<file path="src/rtl/instr_fetch_sequencer_pkg.sv">
// Shared types and constants for the instruction fetch sequencer and the
// control decoders that sit directly downstream of it.
package instr_fetch_sequencer_pkg;

    typedef enum logic [1:0] {
        IDLE  = 2'b00,
        FETCH = 2'b01,
        EXEC  = 2'b10,
        ERROR = 2'b11
    } state_e;

    // 01_00_00_00 selects the nop pin of all four 2-to-4 decoders
    localparam logic [7:0] SAFE_OPCODE = 8'h40;

    localparam int DEC1_MSB = 7;
    localparam int DEC1_LSB = 6;
    localparam int DEC2_MSB = 5;
    localparam int DEC2_LSB = 4;
    localparam int DEC3_MSB = 3;
    localparam int DEC3_LSB = 2;
    localparam int DEC4_MSB = 1;
    localparam int DEC4_LSB = 0;

endpackage

</file>
<file path="src/rtl/instr_fetch_sequencer.sv">
// Fetches opcodes into an instruction register and holds each one on the
// decoder inputs for a fixed number of non-stalled execute cycles.
module instr_fetch_sequencer #(
    parameter int                 ADDR_W      = 8,
    parameter logic [ADDR_W-1:0]  RESET_PC    = '0,
    parameter int                 EXEC_CYCLES = 1,
    parameter int                 TIMEOUT     = 16,
    parameter logic [7:0]         SAFE_OPCODE = 8'h40
) (
    input  logic              clk,
    input  logic              rst,
    input  logic              run_i,
    input  logic              halt_req_i,
    input  logic              stall_i,
    input  logic              jump_en_i,
    input  logic [ADDR_W-1:0] jump_addr_i,
    output logic              mem_rd_req_o,
    output logic [ADDR_W-1:0] mem_addr_o,
    input  logic              mem_rd_valid_i,
    input  logic [7:0]        mem_rd_data_i,
    output logic [7:0]        dec_in_o,
    output logic              exec_valid_o,
    output logic [ADDR_W-1:0] pc_o,
    output logic              busy_o,
    output logic              fault_o
);
    import instr_fetch_sequencer_pkg::*;

    localparam int EXEC_W = (EXEC_CYCLES > 1) ? $clog2(EXEC_CYCLES) : 1;
    localparam int TMO_W  = $clog2(TIMEOUT);
    localparam logic [EXEC_W-1:0] EXEC_LAST = EXEC_W'(EXEC_CYCLES - 1);
    localparam logic [TMO_W-1:0]  TMO_LAST  = TMO_W'(TIMEOUT - 1);

    state_e            state_q, state_d;
    logic [ADDR_W-1:0] pc_q, pc_d;
    logic [7:0]        ir_q, ir_d;
    logic [EXEC_W-1:0] exec_cnt_q, exec_cnt_d;
    logic [TMO_W-1:0]  tmo_cnt_q, tmo_cnt_d;
    logic              fault_q, fault_d;

    always_ff @(posedge clk or posedge rst) begin
        if (rst) begin
            state_q    <= IDLE;
            pc_q       <= RESET_PC;
            ir_q       <= SAFE_OPCODE;
            exec_cnt_q <= '0;
            tmo_cnt_q  <= '0;
            fault_q    <= 1'b0;
        end else begin
            state_q    <= state_d;
            pc_q       <= pc_d;
            ir_q       <= ir_d;
            exec_cnt_q <= exec_cnt_d;
            tmo_cnt_q  <= tmo_cnt_d;
            fault_q    <= fault_d;
        end
    end

    always_comb begin
        state_d    = state_q;
        pc_d       = pc_q;
        ir_d       = ir_q;
        exec_cnt_d = exec_cnt_q;
        tmo_cnt_d  = tmo_cnt_q;
        fault_d    = fault_q;
        case (state_q)
            IDLE: begin
                tmo_cnt_d = '0;
                if (run_i) begin
                    state_d = FETCH;
                end
            end
            FETCH: begin
                // A valid on the last allowed cycle still wins over the timeout
                if (mem_rd_valid_i) begin
                    ir_d       = mem_rd_data_i;
                    pc_d       = pc_q + ADDR_W'(1);
                    exec_cnt_d = '0;
                    tmo_cnt_d  = '0;
                    state_d    = EXEC;
                end else if (tmo_cnt_q == TMO_LAST) begin
                    fault_d = 1'b1;
                    state_d = ERROR;
                end else begin
                    tmo_cnt_d = tmo_cnt_q + TMO_W'(1);
                end
            end
            EXEC: begin
                if (!stall_i) begin
                    if (exec_cnt_q == EXEC_LAST) begin
                        exec_cnt_d = '0;
                        if (jump_en_i) begin
                            pc_d = jump_addr_i;
                        end
                        state_d = halt_req_i ? IDLE : FETCH;
                    end else begin
                        exec_cnt_d = exec_cnt_q + EXEC_W'(1);
                    end
                end
            end
            ERROR: begin
                fault_d = 1'b1;
            end
            default: begin
                state_d = IDLE;
            end
        endcase
    end

    assign mem_rd_req_o = (state_q == FETCH);
    assign mem_addr_o   = pc_q;
    assign pc_o         = pc_q;
    assign exec_valid_o = (state_q == EXEC);
    assign dec_in_o     = (state_q == EXEC) ? ir_q : SAFE_OPCODE;
    assign busy_o       = (state_q == FETCH) || (state_q == EXEC);
    assign fault_o      = fault_q;

endmodule

</file>
<file path="config.mk">
export PLATFORM = sky130hd
export DESIGN_NAME = instr_fetch_sequencer
export DESIGN_NICKNAME = d
export VERILOG_FILES = /design/src/rtl/instr_fetch_sequencer_pkg.sv /design/src/rtl/instr_fetch_sequencer.sv
export SDC_FILE = /design/constraint.sdc
export NUM_CORES = 1
export LEC_CHECK = 0
export BUFFER_PORTS_ARGS = -buffer_cell sky130_fd_sc_hd__buf_2
export CAP_MARGIN = 10
export CORE_UTILIZATION = 49
export CTS_CLUSTER_SIZE = 20
export DETAILED_ROUTE_END_ITERATION = 7
export GPL_ROUTABILITY_DRIVEN = 0
export GPL_TIMING_DRIVEN = 0
export PLACE_DENSITY = 0.79
export SKIP_CTS_REPAIR_TIMING = 1
export SYNTH_ARGS = -nofsm -noshare
export SYNTH_HDL_FRONTEND = slang
export SYNTH_SLANG_ARGS = --single-unit
</file>
<file path="constraint.sdc">
create_clock -name clk -period 2.8 [get_ports clk]
set_clock_uncertainty 0.2 [all_clocks]
set_input_delay 0.14 -clock clk [delete_from_list [all_inputs] [get_ports clk]]
set_output_delay 0.14 -clock clk [all_outputs]
set_load 0.1 [all_outputs]
</file>
* Yosys cells after proc, flatten, opt, wreduce, memory -nomap -nowiden
Cells that the tools add are included.
Widths: inputs -> output; s select.
** Storage, ports and cells
- Bits in registers :: 24
- Latch bits :: 0
- Memory bits (writable) :: 0
- ROM bits :: 0
- Memories :: 0
** Cells by class
- Add/sub/neg operators :: 3
- Multiply operators :: 0
- Divide/modulo/power cells :: 0
- Magnitude comparators :: 0
- Equality and inequality tests :: 13
- Shift operators :: 0
- Muxes and demuxes :: 23
- Bitwise operators :: 0
- Reduce and logical (&&, ||, !) cells :: 12
** Operators by type and width (number)
- $mux 8 :: 5
- $pmux 8 s2 :: 1
- $mux 2 :: 5
- $ne 2x2->1 const B :: 5
- $reduce_and 5->1 :: 2
- $add 8x1->8 const B :: 1
- $mux 4 :: 2
- $pmux 4 s2 :: 1
- $mux 1 :: 6
- $pmux 2 s3 :: 1
- $reduce_and 3->1 :: 2
- $reduce_bool 2->1 :: 3
- $add 4x1->4 const B :: 1
- $eq 2x2->1 const B :: 2
- $eq 4x4->1 const B :: 1
- $ne 2x1->1 const B :: 2
- $pmux 1 s2 :: 2
- $reduce_and 2->1 :: 2
- $ne 3x1->1 const B :: 1
- $ne 3x3->1 const B :: 1
- $reduce_bool 3->1 :: 1
- $eq 2x1->1 const B :: 1
- $logic_not 2->1 :: 1
- $add 1x1->1 const B :: 1
- $logic_or 1x1->1 :: 1

* Longest topological paths before layout
Gate-level depths: netlist of run 1.
- Word-level depth :: 4
- Depth in mapped cells :: 8
- Gate-level depth less buffers :: 6

* Least setup slack after synthesis of run 1
Ideal clock, no wire load.
- Kind :: register to register
- Start :: reg state_q[0]
- End :: reg pc_q[3] (netlist: mem_addr_o[3])
- Data arrival time :: 2.370 ns
- Data required time :: 2.478 ns
- Path slack :: 0.108 ns
- Stages on the path, launching flop included :: 8
- Path buffers :: 1
- Clock period less this slack :: 2.692 ns
- Cell sequence :: dfrtp_1 -> inv_1 -> ha_1 -> buf_6 -> nor2_1 -> nor4_4 -> o21ai_1 -> a22o_1
** Between the ends
- Longest elaborated chain between the ends :: 3
- Elaborated cells between the ends (all ways) :: 9
- Classes of those cells :: eq/ne: 6; mux: 1; reduce/logical: 2
** RTL lines
- start: declaration :: line instr_fetch_sequencer.sv:34 : state_e state_q, state_d;
- start signal: assignment :: line instr_fetch_sequencer.sv:50 : state_q <= state_d;
- $eq 2x2->1 (*)
- via exec_valid_o :: line instr_fetch_sequencer.sv:22 : output logic exec_valid_o,
- $ne 2x2->1 (no source line) / $reduce_bool 2->1 (equally long branches)
- $reduce_and 5->1 (no source line)
- end signal: assignment :: line instr_fetch_sequencer.sv:51 : pc_q <= pc_d;
- end: declaration :: line instr_fetch_sequencer.sv:35 : logic [ADDR_W-1:0] pc_q, pc_d;
Mark *: on every way through the listed nets, which the timed path passes. The rest lies on a longest branch.
A chain may end at the register's enable or synchronous reset.

* Final worst setup path of run 1
- Start :: reg state_q[0]
- End :: out dec_in_o[7]
** Between the ends
- Longest elaborated chain between the ends :: 2
** RTL lines
- $eq 2x2->1 :: line instr_fetch_sequencer.sv:114 : assign dec_in_o = (state_q == EXEC) ? ir_q : SAFE_OPCODE;
- $mux 8 :: line instr_fetch_sequencer.sv:114
- end: declaration :: line instr_fetch_sequencer.sv:21 : output logic [7:0] dec_in_o,
No other way between the ends.

==> results.yml, run 1 <==
detailed_routing:
  vias: 1257
  wirelength_mm: 3.21
  drc: 0
  avgViaCountPerCell: 5.28
  post_drt_wl_per_cell_um: 13.5
  dr.pass1.iters: 4
  drtIter0Drc: 43
  ant_nets: 0
synthesis:
  synth-seq-cells: 23
  syn_area_um2: 1410
  synth_mux_area_frac: 0.0854
  synth_top_area_frac: 0.391
  synth_area_leaders: "dfrtp_1 (39%), ha_1 (8.0%), mux2_1 (6.4%), and2_1 (4.4%), buf_4 (4.3%)"
  synth-simple-area-share: 0.188
  synth_area_leader_cell: "dfrtp_1"
  synth-main-ff-cell: "dfrtp_1"
  syn-num-nets: 168
  synth_top_family_by_area: "simple AND/OR/NAND/NOR gates"
  async_flop_share: 1.00
  synth_compound_area_frac: 0.162
  synth_xor_area_frac: 0
  synth_cell_types: 33
  synth_edf_count: 0
  ys_seq_area_frac: 0.410
  syn_inst: 136
  synth_common_cells: "dfrtp_1 (22), and2_1 (10), ha_1 (9), nor2_1 (9)"
  synth-adder-area-share: 0.0801
  ys_warn_count: 0
  yosysMostFrequentCell: "dfrtp_1"
  avgSynthCellArea_um2: 10.3
die:
  dieArea_um2: 3090
  die_y_um: 55.6
  core-area_um2: 2730
  fp-row-count: 19
  start_util: 0.514
  io_pins: 51
  die_w_um: 55.6
clock_tree:
  clk_path_buf_depth: 2
  clock-sinks: 23
  clockRootBuffer: "clkbuf_4"
  h-tree-depth: 1
  clock_latency_ns: 0.31
  cts.clk_slew.worst_paths_ns: 0.14
  cts_tree: "yes"
  cts_inserted_buffers: 3
global_route:
  antenna_found_initial: 0
  grt_overflow: 0
  grtUsageTotal: 0.199
  grt_max_degree: 24
  grt_pass1_wl_mm: 5.03
  grt_pass1_vias: 1150
timing:
  slew_headroom: 0.413
  tightest_slew_ns: 0.880
  setup_tns_ns: 0
  min_period_ns: 2.42
  slew_viol_final: 0
  final.period_utilization: 0.863
  holdWs_ns: -0.0194
  clock.fmax_mhz: 414
  rsz0062_at_grt: "no"
  finalSetupViolCount: 0
  timing_hold_violations_final: 1
cells_and_area:
  syn2layout_area_growth_pct: 34.8
  drive_above_1_share: 0.353
  nets: 240
  antenna_cells: 0
worst_hold_path:
  hp-class: "in2reg"
critical_path:
  cp_slowest_cell: "dfrtp_1"
  critPathKind: "reg2out"
  crit_path_end_kind: "output pin"
  cp.arrival_ns: 2.08
  crit_chain: "inv_1 -> ha_1 -> clkbuf_1 -> and2_1 -> buf_2"
  start_kind: "flop"
  crit_family: "buffers and inverters"
  required_ns: 2.46
  critical-path-max-stage-delay_ns: 0.47
  cp_max_fo: 10
  crit_buf_inv: 3
placement:
  dp_hpwl_mm: 2.19
  port_buffers: 50
status:
  violations: "hold timing"
  status: "complete, but fails checks"
flow_run:
  drv_cap: 0
[cell families after synthesis]
family	after synthesis
simple gates	45
compound gates	32
flops	23
buf+inv	16
mux	11
fa+ha+maj	9
[worst register-to-register path, delay by kind of cell (launching register included)]
kind / cells / cell delay, ns
compound gates: 2 / 0.38
buf+inv: 2 / 0.26
simple gates: 2 / 0.61
flops: 1 / 0.47
fa+ha+maj: 1 / 0.23
[stage by stage]
stage          cell area [µm²]   util  worst slack, ns  hold WS (ns)  std cells
2_1_floorplan             1410      -            0.108       -0.0588        136
3_3_place_gp              1700  0.620            0.598         0.154        217
3_5_place_dp              1700  0.620            0.563         0.165        217
4_1_cts                   1730  0.631            0.409        -0.187        221
5_1_grt                   1900  0.693            0.229       0.00593        238
6_report                  1900  0.693            0.385       -0.0194        238
[flip-flops by register name (all words and copies together), names as in the netlist]
| signal | flops |
|---|---|
| fault_o | 1 |
| ir_q | 8 |
| mem_addr_o | 8 |
| state_q | 2 |
| tmo_cnt_q | 4 |
[final cells by class]
type                    count  area [µm²]
well taps                  31        38.8
clock buffers               3        22.5
repair buffers             67         420
fillers                   220         838
multi-input cells          97         724
clock inverters             1        7.51
plain buffers              12        90.1
inverters                   4        15.0
flip-flops and latches     23         577
[final timing paths]
| check | slack, ns | cells after the start | end | from |
|---|---|---|---|---|
| max in group asynchronous | 1.52 | 3 | mem_addr_o[4] | rst |
| worst min-delay path | -0.02 | 3 | mem_addr_o[2] | jump_addr_i[2] |
| min in group asynchronous | 0.35 | 3 | mem_addr_o[5] | rst |
| worst min register to register | 0.31 | 1 | ir_q[4] | ir_q[4] |
| worst max register to register | 0.55 | 7 | mem_addr_o[7] | state_q[0] |
| worst max-delay path | 0.38 | 5 | dec_in_o[7] | state_q[0] |
[metal layers]
| layer | routed length (µm) | share of wire | GRT usage | vias up |
|---|---|---|---|---|
| met5 | 0 | 0 | 0 | - |
| met2 | 1680 | 0.52 | 0.349 | 39 |
| met4 | 61 | 0.019 | 0.0571 | 0 |
| li1 | - | - | - | 610 |
| met3 | 128 | 0.040 | 0.0326 | 6 |
| met1 | 1340 | 0.42 | 0.252 | 602 |
[cell usage in the layout (no fill, tap or decap), drive strengths merged, types with 5 or more instances in the layout]
| master | synthesis | routed |
|---|---|---|
| clkbuf | 2 | 5 |
| dfrtp | 22 | 22 |
| a21oi | 9 | 9 |
| a22o | 6 | 6 |
| nor2 | 9 | 9 |
| nand2 | 5 | 5 |
| buf | 10 | 60 |
| nand2b | 5 | 5 |
| o21ai | 10 | 10 |
| mux2 | 8 | 8 |
| and2 | 11 | 11 |
| dlygate4sd3 | 0 | 17 |
| ha | 9 | 9 |
| nor2b | 5 | 5 |
Power of run 1 is left out: the tool's default activity adds up to more than one toggle a clock period on the data nets, which glitch-free logic cannot reach.
==> run 2: changes to the inputs <==
Settings changed: CORE_UTILIZATION 49 to 53, PLACE_DENSITY 0.79 to 0.85.
Clock period 2.8 ns to 2.9 ns, I/O delays scaled along.
==> run 2 against run 1 <==
The flow still finishes with violations (hold timing). Critical path depth unchanged. Die area down 7.3%. Via count up 0.48%. Utilization up 6.3 points. Worst hold slack better by 0.0028 ns. Register-to-register slack better by 0.10 ns. Flip-flop and latch count unchanged. Final area down 0.20%. Clock-buffer cell count unchanged. Final cell count down 0.42%. Non-clock buffer count unchanged. Routed wire length up 3.2%. Critical endpoint is now dec_in_o[4]. Largest cell class unchanged.
==> results.yml, run 2 (synthesized netlist as in run 1, its figures left out) <==
timing:
  setup_tns_ns: 0
  timing_hold_violations_final: 1
  min_period_ns: 2.44
  clock.fmax_mhz: 409
  finalSetupViolCount: 0
  tightest_slew_ns: 0.863
  rsz0062_at_grt: "no"
  slew_headroom: 0.424
  final.period_utilization: 0.842
  slew_viol_final: 0
  holdWs_ns: -0.0166
critical_path:
  required_ns: 2.56
  rr_worst_depth: 7
  cp_max_fo: 10
  crit_path_end_kind: "output pin"
  critPathKind: "reg2out"
  start_kind: "flop"
  cp.arrival_ns: 2.10
global_route:
  grt_pass1_wl_mm: 4.83
  grt_pass1_vias: 1096
  grt_max_degree: 24
  grt_overflow: 0
  antenna_found_initial: 0
  grtUsageTotal: 0.232
detailed_routing:
  ant_nets: 0
  drtIter0Drc: 25
  dr.pass1.iters: 4
  drc: 0
  post_drt_wl_per_cell_um: 14.0
  avgViaCountPerCell: 5.33
  vias: 1263
  wirelength_mm: 3.31
status:
  violations: "hold timing"
  status: "complete, but fails checks"
placement:
  dp_hpwl_mm: 2.23
  port_buffers: 50
flow_run:
  drv_cap: 0
worst_hold_path:
  hp-class: "in2reg"
  hold_depth: 3
cells_and_area:
  drive_above_1_share: 0.353
  antenna_cells: 0
  layout.cells.most_common_list: "buf_2 (50), dfrtp_1 (22), dlygate4sd3_1 (17)"
  layout_commonest_cell: "buf_2"
  syn2layout_area_growth_pct: 34.5
  nets: 240
clock_tree:
  cts_inserted_buffers: 3
  cts_tree: "yes"
  clk_path_buf_depth: 2
  clock-sinks: 23
  h-tree-depth: 1
  clock_latency_ns: 0.32
  cts.clk_slew.worst_paths_ns: 0.13
  clockRootBuffer: "clkbuf_4"
die:
  die_y_um: 53.5
  die_w_um: 53.5
  start_util: 0.563
  fp-row-count: 18
  dieArea_um2: 2860
  core-area_um2: 2500
  io_pins: 51
-- run 2: cell count changes in the layout (fill, tap and decap cells not counted) --
cell,delta
clkinv_2,+1
clkinvlp_4,-1
-- run 2: per-stage QoR --
step	hold slack [ns]	area (µm²)	instances	worst slack [ns]	util
2_1_floorplan	-0.0538	1410	136	0.208	-
3_3_place_gp	0.159	1690	216	0.706	0.678
3_5_place_dp	0.160	1690	216	0.679	0.678
4_1_cts	-0.176	1720	220	0.468	0.689
5_1_grt	0.00597	1890	237	0.320	0.757
6_report	-0.0166	1890	237	0.458	0.757
-- run 2: final timing paths --
path,startpoint,slack (ns),to
min reg2reg,fault_o,0.31,fault_o
max,state_q[0],0.46,dec_in_o[4]
min,jump_addr_i[6],-0.02,mem_addr_o[6]
min in group asynchronous,rst,0.36,tmo_cnt_q[3]
max reg2reg,state_q[0],0.65,mem_addr_o[6]
max in group asynchronous,rst,1.61,mem_addr_o[6]
-- run 2: area by class of cell --
type	count	area, µm²
multi-input combinational	97	724
tap	30	37.5
inverter	4	15.0
sequential	23	577
buffer	12	90.1
clock buffer	3	22.5
fill	164	608
clock inverter	1	5.00
timing repair buffer	67	420
-- run 2: routing by layer --
layer,wire length [µm],part of all wire,GRT usage
met5,0,0,0
met4,14,0.0042,0.0526
met3,126,0.038,0.0517
met2,1770,0.53,0.413
met1,1400,0.42,0.283
-- run 2: worst max-delay path: stages (launching register included) --
cell      delay, ns
dfrtp_1        0.47
inv_1          0.13
ha_1           0.22
clkbuf_1       0.34
and2_1         0.20
buf_2          0.43
Power of run 2 is left out for the same reason.
==> run 3: changes to the inputs <==
Settings changed: CORE_UTILIZATION 53 to 49, PLACE_DENSITY 0.85 to 0.79.
Clock period 2.9 ns to 2.5 ns, I/O delays scaled along.
==> run 3 against run 2 <==
The flow now finishes without violations. Routed wire length fell by 1.8%. Clock-buffer cell count did not move. Die area rose by 7.9%. Final area rose by 2.3%. Flip-flop and latch count did not move. Sequential share of layout area fell by 0.69 points. Critical path depth did not move. Via count fell by 1.2%. First-iteration DRC count rose by 4.0%. Non-clock buffer count rose by 2. Critical path type unchanged.
==> results.yml, run 3 (synthesized netlist as in run 1, its figures left out) <==
clock_tree:
  clk_path_buf_depth: 2
  cts_tree: "yes"
  cts_inserted_buffers: 3
  h-tree-depth: 1
  clockRootBuffer: "clkbuf_4"
  clock_latency_ns: 0.30
  clock-sinks: 23
  cts.clk_slew.worst_paths_ns: 0.13
die:
  die_w_um: 55.6
  start_util: 0.514
  dieArea_um2: 3090
  io_pins: 51
  fp-row-count: 19
  die_y_um: 55.6
  core-area_um2: 2730
global_route:
  busiest_layer: "met2"
  grt_pass1_vias: 1125
  grt_use_met3: 0.0372
  grt_max_degree: 24
  grt_use_met2: 0.343
  grtUsageMet1: 0.237
  antenna_found_initial: 0
  grt_pass1_wl_mm: 4.79
  grtUsageTotal: 0.191
  grt_overflow: 0
detailed_routing:
  avgViaCountPerCell: 5.20
  drtIter0Drc: 26
  drc: 0
  vias: 1248
  post_drt_wl_per_cell_um: 13.6
  wirelength_mm: 3.25
  ant_nets: 0
  dr.pass1.iters: 6
timing:
  clock.fmax_mhz: 425
  slew_viol_final: 0
  setup_tns_ns: 0
  tightest_slew_ns: 0.880
  finalSetupViolCount: 0
  slew_headroom: 0.413
  final.period_utilization: 0.942
  timing_hold_violations_final: 0
  min_period_ns: 2.36
  rsz0062_at_grt: "no"
critical_path:
  required_ns: 2.17
  critPathKind: "reg2out"
  cp.arrival_ns: 2.03
  crit_path_end_kind: "output pin"
  start_kind: "flop"
  cp_max_fo: 10
placement:
  dp_hpwl_mm: 2.21
  port_buffers: 50
cells_and_area:
  nets: 242
  layout.cells.most_common_list: "buf_2 (43), dfrtp_1 (22), dlygate4sd3_1 (19)"
  layout_commonest_cell: "buf_2"
  drive_above_1_share: 0.359
  syn2layout_area_growth_pct: 37.6
  antenna_cells: 0
flow_run:
  drv_cap: 0
worst_hold_path:
  hp-class: "in2reg"
status:
  status: "finished clean"
## run 3: cell type report
type,count,area [µm²]
Timing Repair Buffer,69,458
Multi-Input combinational cell,97,729
Buffer,12,90.1
Inverter,4,15.0
Tap cell,31,38.8
Fill cell,193,798
Sequential cell,23,577
Clock inverter,1,5.00
Clock buffer,3,22.5
## run 3: critical path, stage by stage (launching register included)
cell and delay [ns]:
dfrtp_1 0.47, inv_1 0.15, ha_1 0.23, clkbuf_1 0.32, and2_1 0.21, clkbuf_4 0.34
## run 3: metal layers
metal  part of all wire  vias up
li1                   -      619
met1               0.43      593
met2               0.53       34
met3              0.037        2
met4             0.0031        0
met5                  0        -
## run 3: path summary, 6_finish.rpt
path                            slack, ns            end  cells after the start          from
max in group asynchronous            1.23  mem_addr_o[6]                      3           rst
worst max-delay path                 0.14    dec_in_o[1]                      5    state_q[0]
worst min-delay path                 0.08     state_q[1]                      5       stall_i
min in group asynchronous            0.34        ir_q[1]                      3           rst
worst min register to register       0.29   tmo_cnt_q[3]                      1  tmo_cnt_q[3]
worst max register to register       0.24  mem_addr_o[7]                      7    state_q[0]
## run 3: metrics by stage
stage / utilization / worst slack, ns / instance area (µm²) / instances / hold WS (ns)
detailed placement: 0.622 / 0.256 / 1700 / 217 / 0.145
global route: 0.708 / 0.0168 / 1940 / 240 / 0.102
floorplan: - / 0.139 / 1410 / 136 / -0.0738
CTS: 0.632 / 0.0692 / 1730 / 221 / -0.196
global placement: 0.622 / 0.312 / 1700 / 217 / 0.140
finish: 0.708 / 0.145 / 1940 / 240 / 0.0813
Power of run 3 is left out for the same reason.
